### src/rtl/router_pkg.sv
// Shared definitions for the router receive path: header field layout,
// receive FSM states and the running-parity helper.
package router_pkg;

    localparam int HDR_LEN_MSB = 7;
    localparam int HDR_LEN_LSB = 2;
    localparam int HDR_ADDR_W  = 2;
    localparam int HDR_LEN_W   = HDR_LEN_MSB - HDR_LEN_LSB + 1;

    // Wide enough for len+1 outstanding reads/bytes (max 64).
    localparam int LEFT_W = HDR_LEN_W + 1;

    typedef enum logic [1:0] {
        IDLE     = 2'd0,
        HDR_WAIT = 2'd1,
        BODY     = 2'd2,
        DONE     = 2'd3
    } rx_state_e;

    function automatic logic [7:0] rx_parity(input logic [7:0] acc, input logic [7:0] data);
        return acc ^ data;
    endfunction

endpackage

### src/rtl/router_port_rx_if.sv
// FIFO-side handshake and per-packet status bundle of one router output port.
// master = receive engine, slave = FIFO / downstream environment.
interface router_port_rx_if
    import router_pkg::*;
#(
    parameter int CNT_W = 16
);

    logic                  fifo_valid;
    logic [7:0]            fifo_data;
    logic                  hold;
    logic                  rd_en;

    logic [7:0]            byte_out;
    logic                  byte_valid;
    logic [HDR_LEN_W-1:0]  pkt_len;
    logic [HDR_ADDR_W-1:0] pkt_addr;
    logic                  pkt_done;
    logic                  parity_err;
    logic                  addr_err;
    logic                  abort;
    logic [CNT_W-1:0]      pkt_count;
    logic [CNT_W-1:0]      err_count;

    modport master (
        input  fifo_valid, fifo_data, hold,
        output rd_en, byte_out, byte_valid, pkt_len, pkt_addr,
               pkt_done, parity_err, addr_err, abort, pkt_count, err_count
    );

    modport slave (
        output fifo_valid, fifo_data, hold,
        input  rd_en, byte_out, byte_valid, pkt_len, pkt_addr,
               pkt_done, parity_err, addr_err, abort, pkt_count, err_count
    );

endinterface

### src/rtl/router_rx_watchdog.sv
// Mid-packet idle timer: counts enabled cycles without a consumed byte and
// flags expiry on the TIMEOUT-th consecutive one.
module router_rx_watchdog #(
    parameter int TIMEOUT = 32
) (
    input  logic clk,
    input  logic rst,
    input  logic en,
    input  logic clr,
    output logic expired
);

    localparam int TW = (TIMEOUT > 2) ? $clog2(TIMEOUT) : 1;
    localparam logic [TW-1:0] LAST = TW'(TIMEOUT - 1);

    logic [TW-1:0] count;

    assign expired = en && !clr && (count == LAST);

    // NOTE: sequential state uses non-blocking assignments so every flop
    // samples the pre-edge values regardless of process ordering.
    always_ff @(posedge clk or posedge rst) begin
        if (rst) begin
            count <= '0;
        end else if (clr || !en || expired) begin
            count <= '0;
        end else begin
            count <= count + 1'b1;
        end
    end

endmodule

### src/rtl/router_port_rx.sv
// Receive engine for one router output port: drains the port FIFO, re-frames
// {len,addr} header / payload / parity packets and reports status and counters.
module router_port_rx
    import router_pkg::*;
#(
    parameter logic [HDR_ADDR_W-1:0] PORT_ID = 2'd0,
    parameter int                    TIMEOUT = 32,
    parameter int                    CNT_W   = 16
) (
    input logic              clk,
    input logic              rst,
    router_port_rx_if.master bus
);

    rx_state_e state, state_nxt;

    logic                  rd_en;
    logic                  rd_q;
    logic [LEFT_W-1:0]     req_left, req_nxt, req_eff;
    logic [LEFT_W-1:0]     rcv_left;
    logic [7:0]            par_acc;
    logic [HDR_LEN_W-1:0]  len_q;
    logic [HDR_ADDR_W-1:0] addr_q;
    logic                  perr_q, aerr_q, abort_q;
    logic [CNT_W-1:0]      pkt_cnt, err_cnt;

    logic [HDR_LEN_W-1:0]  hdr_len;
    logic [HDR_ADDR_W-1:0] hdr_addr;
    logic                  hdr_cap, body_byte, par_byte, pay_byte;
    logic                  wd_en, expired;

    assign hdr_len  = bus.fifo_data[HDR_LEN_MSB:HDR_LEN_LSB];
    assign hdr_addr = bus.fifo_data[HDR_ADDR_W-1:0];

    // The next header may already be in flight when the FSM sits in IDLE,
    // because the read is issued from the DONE status cycle.
    assign hdr_cap   = rd_q && ((state == IDLE) || (state == HDR_WAIT));
    assign body_byte = rd_q && (state == BODY);
    assign par_byte  = body_byte && (rcv_left == LEFT_W'(1));
    assign pay_byte  = body_byte && (rcv_left != LEFT_W'(1));

    // Header length feeds the read budget in its own arrival cycle so the
    // first payload read follows the header read back-to-back.
    assign req_eff = hdr_cap ? ({1'b0, hdr_len} + LEFT_W'(1)) : req_left;
    assign rd_en   = bus.fifo_valid && !bus.hold && (req_eff != '0);

    assign wd_en = (state == HDR_WAIT) || (state == BODY);

    router_rx_watchdog #(
        .TIMEOUT (TIMEOUT)
    ) u_watchdog (
        .clk     (clk),
        .rst     (rst),
        .en      (wd_en),
        .clr     (rd_q),
        .expired (expired)
    );

    // NOTE: every variable written here gets a default first, so no path
    // leaves it unassigned and no latch is inferred.
    always_comb begin
        state_nxt = state;
        req_nxt   = req_left - {{(LEFT_W-1){1'b0}}, rd_en};

        unique case (state)
            IDLE: begin
                if (hdr_cap)    state_nxt = BODY;
                else if (rd_en) state_nxt = HDR_WAIT;
            end
            HDR_WAIT: begin
                if (hdr_cap) state_nxt = BODY;
            end
            BODY: begin
                if (par_byte) state_nxt = DONE;
            end
            DONE: begin
                state_nxt = IDLE;
            end
            default: state_nxt = IDLE;
        endcase

        // Rearming as the parity byte lands lets the next header read overlap DONE.
        if (hdr_cap) begin
            req_nxt = req_eff - {{(LEFT_W-1){1'b0}}, rd_en};
        end else if (par_byte) begin
            req_nxt = LEFT_W'(1);
        end

        if (expired) begin
            state_nxt = IDLE;
            req_nxt   = rd_en ? '0 : LEFT_W'(1);
        end
    end

    always_ff @(posedge clk or posedge rst) begin
        if (rst) begin
            state    <= IDLE;
            req_left <= LEFT_W'(1);
            rd_q     <= 1'b0;
            rcv_left <= '0;
            par_acc  <= '0;
            len_q    <= '0;
            addr_q   <= '0;
            perr_q   <= 1'b0;
            aerr_q   <= 1'b0;
            abort_q  <= 1'b0;
        end else begin
            state    <= state_nxt;
            req_left <= req_nxt;
            rd_q     <= rd_en;
            abort_q  <= expired;

            if (hdr_cap) begin
                len_q    <= hdr_len;
                addr_q   <= hdr_addr;
                par_acc  <= bus.fifo_data;
                rcv_left <= {1'b0, hdr_len} + LEFT_W'(1);
            end else if (body_byte) begin
                rcv_left <= rcv_left - LEFT_W'(1);
                if (pay_byte) par_acc <= rx_parity(par_acc, bus.fifo_data);
            end

            if (par_byte) begin
                perr_q <= (bus.fifo_data != par_acc);
                aerr_q <= (addr_q != PORT_ID);
            end
        end
    end

    // Counters saturate; an aborted packet counts as an error but not as completed.
    always_ff @(posedge clk or posedge rst) begin
        if (rst) begin
            pkt_cnt <= '0;
            err_cnt <= '0;
        end else begin
            if ((state == DONE) && (pkt_cnt != '1)) begin
                pkt_cnt <= pkt_cnt + 1'b1;
            end
            if ((((state == DONE) && (perr_q || aerr_q)) || expired) && (err_cnt != '1)) begin
                err_cnt <= err_cnt + 1'b1;
            end
        end
    end

    assign bus.rd_en      = rd_en;
    assign bus.byte_valid = pay_byte;
    assign bus.byte_out   = pay_byte ? bus.fifo_data : 8'h00;
    assign bus.pkt_len    = len_q;
    assign bus.pkt_addr   = addr_q;
    assign bus.pkt_done   = (state == DONE);
    assign bus.parity_err = (state == DONE) && perr_q;
    assign bus.addr_err   = (state == DONE) && aerr_q;
    assign bus.abort      = abort_q;
    assign bus.pkt_count  = pkt_cnt;
    assign bus.err_count  = err_cnt;

endmodule

### src/flat_wrapper.sv
// flat-port wrapper written by rule: the top's interface ports become plain ports
module router_port_rx_flat import router_pkg::*;
#(
    parameter logic [HDR_ADDR_W-1:0] PORT_ID = 2'd0,
    parameter int                    TIMEOUT = 32,
    parameter int                    CNT_W   = 16
)
  (clk, rst, bus_fifo_valid, bus_fifo_data, bus_hold, bus_rd_en, bus_byte_out, bus_byte_valid, bus_pkt_len, bus_pkt_addr, bus_pkt_done, bus_parity_err, bus_addr_err, bus_abort, bus_pkt_count, bus_err_count);
  router_port_rx_if #(.CNT_W(CNT_W)) bus_i ();
  input logic clk;
  input logic rst;
  input wire logic [$bits(bus_i.fifo_valid)-1:0] bus_fifo_valid;
  input wire logic [$bits(bus_i.fifo_data)-1:0] bus_fifo_data;
  input wire logic [$bits(bus_i.hold)-1:0] bus_hold;
  output wire logic [$bits(bus_i.rd_en)-1:0] bus_rd_en;
  output wire logic [$bits(bus_i.byte_out)-1:0] bus_byte_out;
  output wire logic [$bits(bus_i.byte_valid)-1:0] bus_byte_valid;
  output wire logic [$bits(bus_i.pkt_len)-1:0] bus_pkt_len;
  output wire logic [$bits(bus_i.pkt_addr)-1:0] bus_pkt_addr;
  output wire logic [$bits(bus_i.pkt_done)-1:0] bus_pkt_done;
  output wire logic [$bits(bus_i.parity_err)-1:0] bus_parity_err;
  output wire logic [$bits(bus_i.addr_err)-1:0] bus_addr_err;
  output wire logic [$bits(bus_i.abort)-1:0] bus_abort;
  output wire logic [$bits(bus_i.pkt_count)-1:0] bus_pkt_count;
  output wire logic [$bits(bus_i.err_count)-1:0] bus_err_count;
  assign bus_i.fifo_valid = bus_fifo_valid;
  assign bus_i.fifo_data = bus_fifo_data;
  assign bus_i.hold = bus_hold;
  assign bus_rd_en = bus_i.rd_en;
  assign bus_byte_out = bus_i.byte_out;
  assign bus_byte_valid = bus_i.byte_valid;
  assign bus_pkt_len = bus_i.pkt_len;
  assign bus_pkt_addr = bus_i.pkt_addr;
  assign bus_pkt_done = bus_i.pkt_done;
  assign bus_parity_err = bus_i.parity_err;
  assign bus_addr_err = bus_i.addr_err;
  assign bus_abort = bus_i.abort;
  assign bus_pkt_count = bus_i.pkt_count;
  assign bus_err_count = bus_i.err_count;
  router_port_rx #(.PORT_ID(PORT_ID), .TIMEOUT(TIMEOUT), .CNT_W(CNT_W)) u_core (.clk(clk), .rst(rst), .bus(bus_i));
endmodule
### config.mk
export PLATFORM = sky130hd
export DESIGN_NAME = router_port_rx_flat
export DESIGN_NICKNAME = d
export VERILOG_FILES = /design/src/rtl/router_pkg.sv /design/src/rtl/router_port_rx_if.sv /design/src/rtl/router_rx_watchdog.sv /design/src/rtl/router_port_rx.sv /design/src/flat_wrapper.sv
export SDC_FILE = /design/constraint.sdc
export NUM_CORES = 1
export LEC_CHECK = 0
export ABC_AREA = 1
export BUFFER_PORTS_ARGS = -buffer_cell sky130_fd_sc_hd__buf_2
export CORE_MARGIN = 5
export CORE_UTILIZATION = 40
export DETAILED_ROUTE_END_ITERATION = 10
export GPL_ROUTABILITY_DRIVEN = 0
export SYNTH_ARGS = -nofsm -noshare
export SYNTH_HDL_FRONTEND = slang
export SYNTH_SLANG_ARGS = --single-unit
export TNS_END_PERCENT = 100
### constraint.sdc
create_clock -name clk -period 3.6 [get_ports clk]
set_input_delay 0.36 -clock clk [delete_from_list [all_inputs] [get_ports clk]]
set_output_delay 0.36 -clock clk [all_outputs]
set_load 0.05 [all_outputs]
==> qor.tcl <==
set qor(outcome) {finished clean}
set qor(rsz_0062_raised_after_global_routing) {no}
set qor(grt_pass1_wl_um) 16100
set qor(syn_avg_cell_area_um2) 8.48
set qor(route.detailed.drc) 0
set qor(cts-root-buf) {sky130_fd_sc_hd__clkbuf_8}
set qor(die_w_um) 112
set qor(timing.critical_path.required_ns) 3.87
set qor(power_per_cell_area_nw_per_um2) 715
set qor(relSlewSlack) 0.650
set qor(route.detailed.wl_per_inst_um) 13.6
set qor(netlist_area_um2) 4140
set qor(initial_utilization) 0.405
set qor(final.min_clock_period_ns) 3.16
set qor(vdd.ir_drop.worst_v) 0.000334
set qor(clock_sink_count) 73
set qor(grt_antenna_before_repair) 0
set qor(final_nets) 588
set qor(synthesis.nets) 517
set qor(global_route.overflow_total) 0
set qor(synth-seq-cells) 73
set qor(cp.arrival_ns) 3.44
set qor(total_power_mw) 3.45
set qor(mostFrequentLayoutCell) {sky130_fd_sc_hd__nand2_1}
set qor(hpwl_um) 7180
set qor(cts_bufs_inserted) 9
set qor(clk_pin_slew_ns) 0.08
set qor(timing.critical_path.to_type) {flop}
set qor(grt_use_total) 0.157
set qor(syn_inst) 488
set qor(ctsResizeCount) 0
set qor(synth.yosys.seq_area_share) 0.442
set qor(cp_slowest_cell) {sky130_fd_sc_hd__dfrtp_1}
set qor(die-height_um) 112
set qor(drtAntennaViolNets) 0
set qor(timing.fmax_mhz) 316
set qor(layout-drive-gt1-share) 0.243
set qor(timing.max_cap.violations) 0
set qor(worst_hold_class) {in -> async}
set qor(via_per_inst) 4.90
set qor(yosysWarnings) 0
set qor(critical_path_class) {reg -> reg}
set qor(final-setup-viol-count) 0
set qor(drt-total-wl_um) 9500
set qor(grt_pass1_vias) 3347
set qor(multi_input_area_um2) 2040
set qor(post-cts-setup-buffers) 0
set qor(antenna_cells) 0
set qor(vias) 3427
set qor(startpoint) {u_core.state[0]}
set qor(max_slew_violation_total_from_the_final_report) 0
set qor(final-hold-violation-count) 0
set qor(drt_iter0_markers) 154
set qor(tritoncts) {yes}
set qor(cts_max_level) 3
set qor(syn2layout_area_growth_pct) 16.6
set qor(core_um2) 10200
set qor(worst_slew_pin_slew_ns) 0.524
set qor(worst_path_largest_cell_delay_ns) 0.40
set qor(rows) 37
set qor(place.port_buffers) 65
set qor(clock_insertion_delay_worst_skew_ns) 0.35
set qor(cp-start-kind) {flop}
set qor(clockBufferDepth) 2
set qor(ys_types) 41
set qor(final_cell_mix) {sky130_fd_sc_hd__nand2_1, sky130_fd_sc_hd__dfrtp_1, sky130_fd_sc_hd__buf_2}
set qor(drt_first_pass_iters) 4
set qor(final-seq-area_um2) 1830
set qor(grt_start_max_net_pins) 31
set qor(hold_buffers) 0
set qor(path_max_fanout) 25
set qor(setup_tns_ns) 0
set qor(final.setup_skew_ns) 0.0125
set qor(layout_filler_cell_count) 1000
set qor(layout_worst_path_cycle_share) 0.879
set qor(timing.rr.start) {u_core.state[0]}
set qor(cellLeakagePower_nw) 2.53
set qor(die_area_um2) 12500
set qor(ioPinCount) 66
set qor(path_cells) {inv_1, ha_1, inv_1, nand2_1, nand2_2, nand2_1, nand2_2, inv_2, nand3_2, nor2_2, nand2_2, nand2_2, inv_1, ha_1, ha_1, nand2_1, nor2_1, nand3b_1, xor2_1, o21ai_0, nand2_1, nor2_1}
-- state kept, by name (all words and copies together) (netlist names) --
name / flops
u_core.bus.err_count: 16
u_core.bus.pkt_count: 16
u_core.par_acc: 8
u_core.rcv_left: 7
u_core.req_left: 7
u_core.bus.pkt_len: 6
u_core.u_watchdog.count: 5
u_core.bus.pkt_addr: 2
u_core.state: 2
u_core.aerr_q: 1
u_core.bus.abort: 1
u_core.perr_q: 1
u_core.rd_q: 1
-- synthesized netlist by cell type --
library cell / n / area (um^2)
sky130_fd_sc_hd__nor3b_1: 1 / 7.51
sky130_fd_sc_hd__buf_4: 1 / 7.51
sky130_fd_sc_hd__o21a_1: 1 / 7.51
sky130_fd_sc_hd__buf_8: 1 / 15.0
sky130_fd_sc_hd__o21ai_2: 2 / 17.5
sky130_fd_sc_hd__o311ai_1: 1 / 8.76
sky130_fd_sc_hd__dfrtp_1: 72 / 1800
sky130_fd_sc_hd__inv_4: 1 / 6.26
sky130_fd_sc_hd__nor2_2: 10 / 62.6
sky130_fd_sc_hd__o21ai_1: 3 / 15.0
sky130_fd_sc_hd__nand2_2: 12 / 75.1
sky130_fd_sc_hd__nor4_1: 2 / 12.5
sky130_fd_sc_hd__clkbuf_1: 2 / 7.51
sky130_fd_sc_hd__nor3_1: 3 / 15.0
sky130_fd_sc_hd__nand4_1: 8 / 50.1
sky130_fd_sc_hd__o211ai_1: 4 / 30.0
sky130_fd_sc_hd__nor2_1: 48 / 180
sky130_fd_sc_hd__nand3_4: 2 / 35.0
sky130_fd_sc_hd__mux2_2: 1 / 11.3
sky130_fd_sc_hd__nor3_2: 3 / 30.0
sky130_fd_sc_hd__nor2_4: 1 / 11.3
sky130_fd_sc_hd__a211oi_1: 1 / 7.51
sky130_fd_sc_hd__inv_1: 45 / 169
sky130_fd_sc_hd__nand3_2: 6 / 60.1
sky130_fd_sc_hd__nand2_1: 108 / 405
sky130_fd_sc_hd__dfstp_2: 1 / 26.3
sky130_fd_sc_hd__ha_1: 17 / 213
sky130_fd_sc_hd__inv_2: 12 / 45.0
sky130_fd_sc_hd__nand3b_1: 2 / 15.0
sky130_fd_sc_hd__xnor2_1: 17 / 149
sky130_fd_sc_hd__nand3_1: 38 / 190
sky130_fd_sc_hd__a21oi_1: 9 / 45.0
sky130_fd_sc_hd__o311ai_0: 1 / 8.76
sky130_fd_sc_hd__xor2_1: 28 / 245
sky130_fd_sc_hd__a31oi_1: 2 / 12.5
sky130_fd_sc_hd__nor2_8: 1 / 20.0
sky130_fd_sc_hd__o21ai_0: 13 / 65.1
sky130_fd_sc_hd__buf_2: 4 / 20.0
sky130_fd_sc_hd__o31ai_1: 2 / 15.0
sky130_fd_sc_hd__a32o_1: 1 / 10.0
sky130_fd_sc_hd__nand2_4: 1 / 11.3
-- final timing paths --
kind                                         endpoint  slack, ns  depth (start not counted)
max                                u_core.req_left[6]       0.44                         22
min                          u_core.bus.pkt_count[10]       0.03                          2
max reg2reg                        u_core.req_left[6]       0.44                         22
min reg2reg                u_core.u_watchdog.count[0]       0.47                          1
max in group asynchronous     u_core.bus.pkt_count[1]       2.77                          3
min in group clk               u_core.bus.pkt_addr[0]       0.30                          3
-- final cells by class --
class,count,share of cell area
inverter,58,0.0456
timing repair buffer,68,0.0721
clock buffer,10,0.0264
clock inverter,6,0.0187
sequential,73,0.379
multi-input combinational,349,0.423
tap,136,0.0353
-- power breakdown --
part           total [mW]  switching [mW]  leakage, nW  internal, mW
Combinational        1.48            1.03         1.49         0.446
Clock               0.715           0.322        0.107         0.393
Sequential           1.26           0.200        0.936          1.06
-- logic make-up after synthesis --
logic type      after synthesis  synth area share
flops                        73             0.442
xor+xnor                     45            0.0952
compound gates               40            0.0586
simple gates                246             0.285
buf+inv                      66            0.0653
fa+ha+maj                    17            0.0514
mux                           1           0.00272
-- worst max-delay path: cells and delay by family, from the launching register on --
family,cells,cell delay (ns)
flops,1,0.40
compound gates,1,0.14
xor+xnor,1,0.14
fa+ha+maj,3,0.59
buf+inv,4,0.35
simple gates,13,1.43
-- stage by stage --
stage | utilization | instance area (um^2) | setup WS (ns) | cells | hold slack (ns)
global placement | 0.450 | 4610 | 0.611 | 684 | 0.416
global route | 0.472 | 4830 | 0.108 | 700 | 0.0728
floorplan | - | 4140 | 0.685 | 488 | 0.433
detailed placement | 0.450 | 4610 | 0.474 | 684 | 0.420
CTS | 0.472 | 4830 | 0.434 | 700 | 0.0303
finish | 0.472 | 4830 | 0.436 | 700 | 0.0321
-- per-layer routing --
layer | vias to the layer above | wire length [um] | GRT usage
met5 | - | 0 | 0
met1 | 1638 | 4480 | 0.209
met4 | 0 | 165 | 0.0454
met2 | 62 | 4420 | 0.253
li1 | 1708 | - | -
met3 | 19 | 442 | 0.0391
Note: power is estimated with default switching activity, not from simulation.
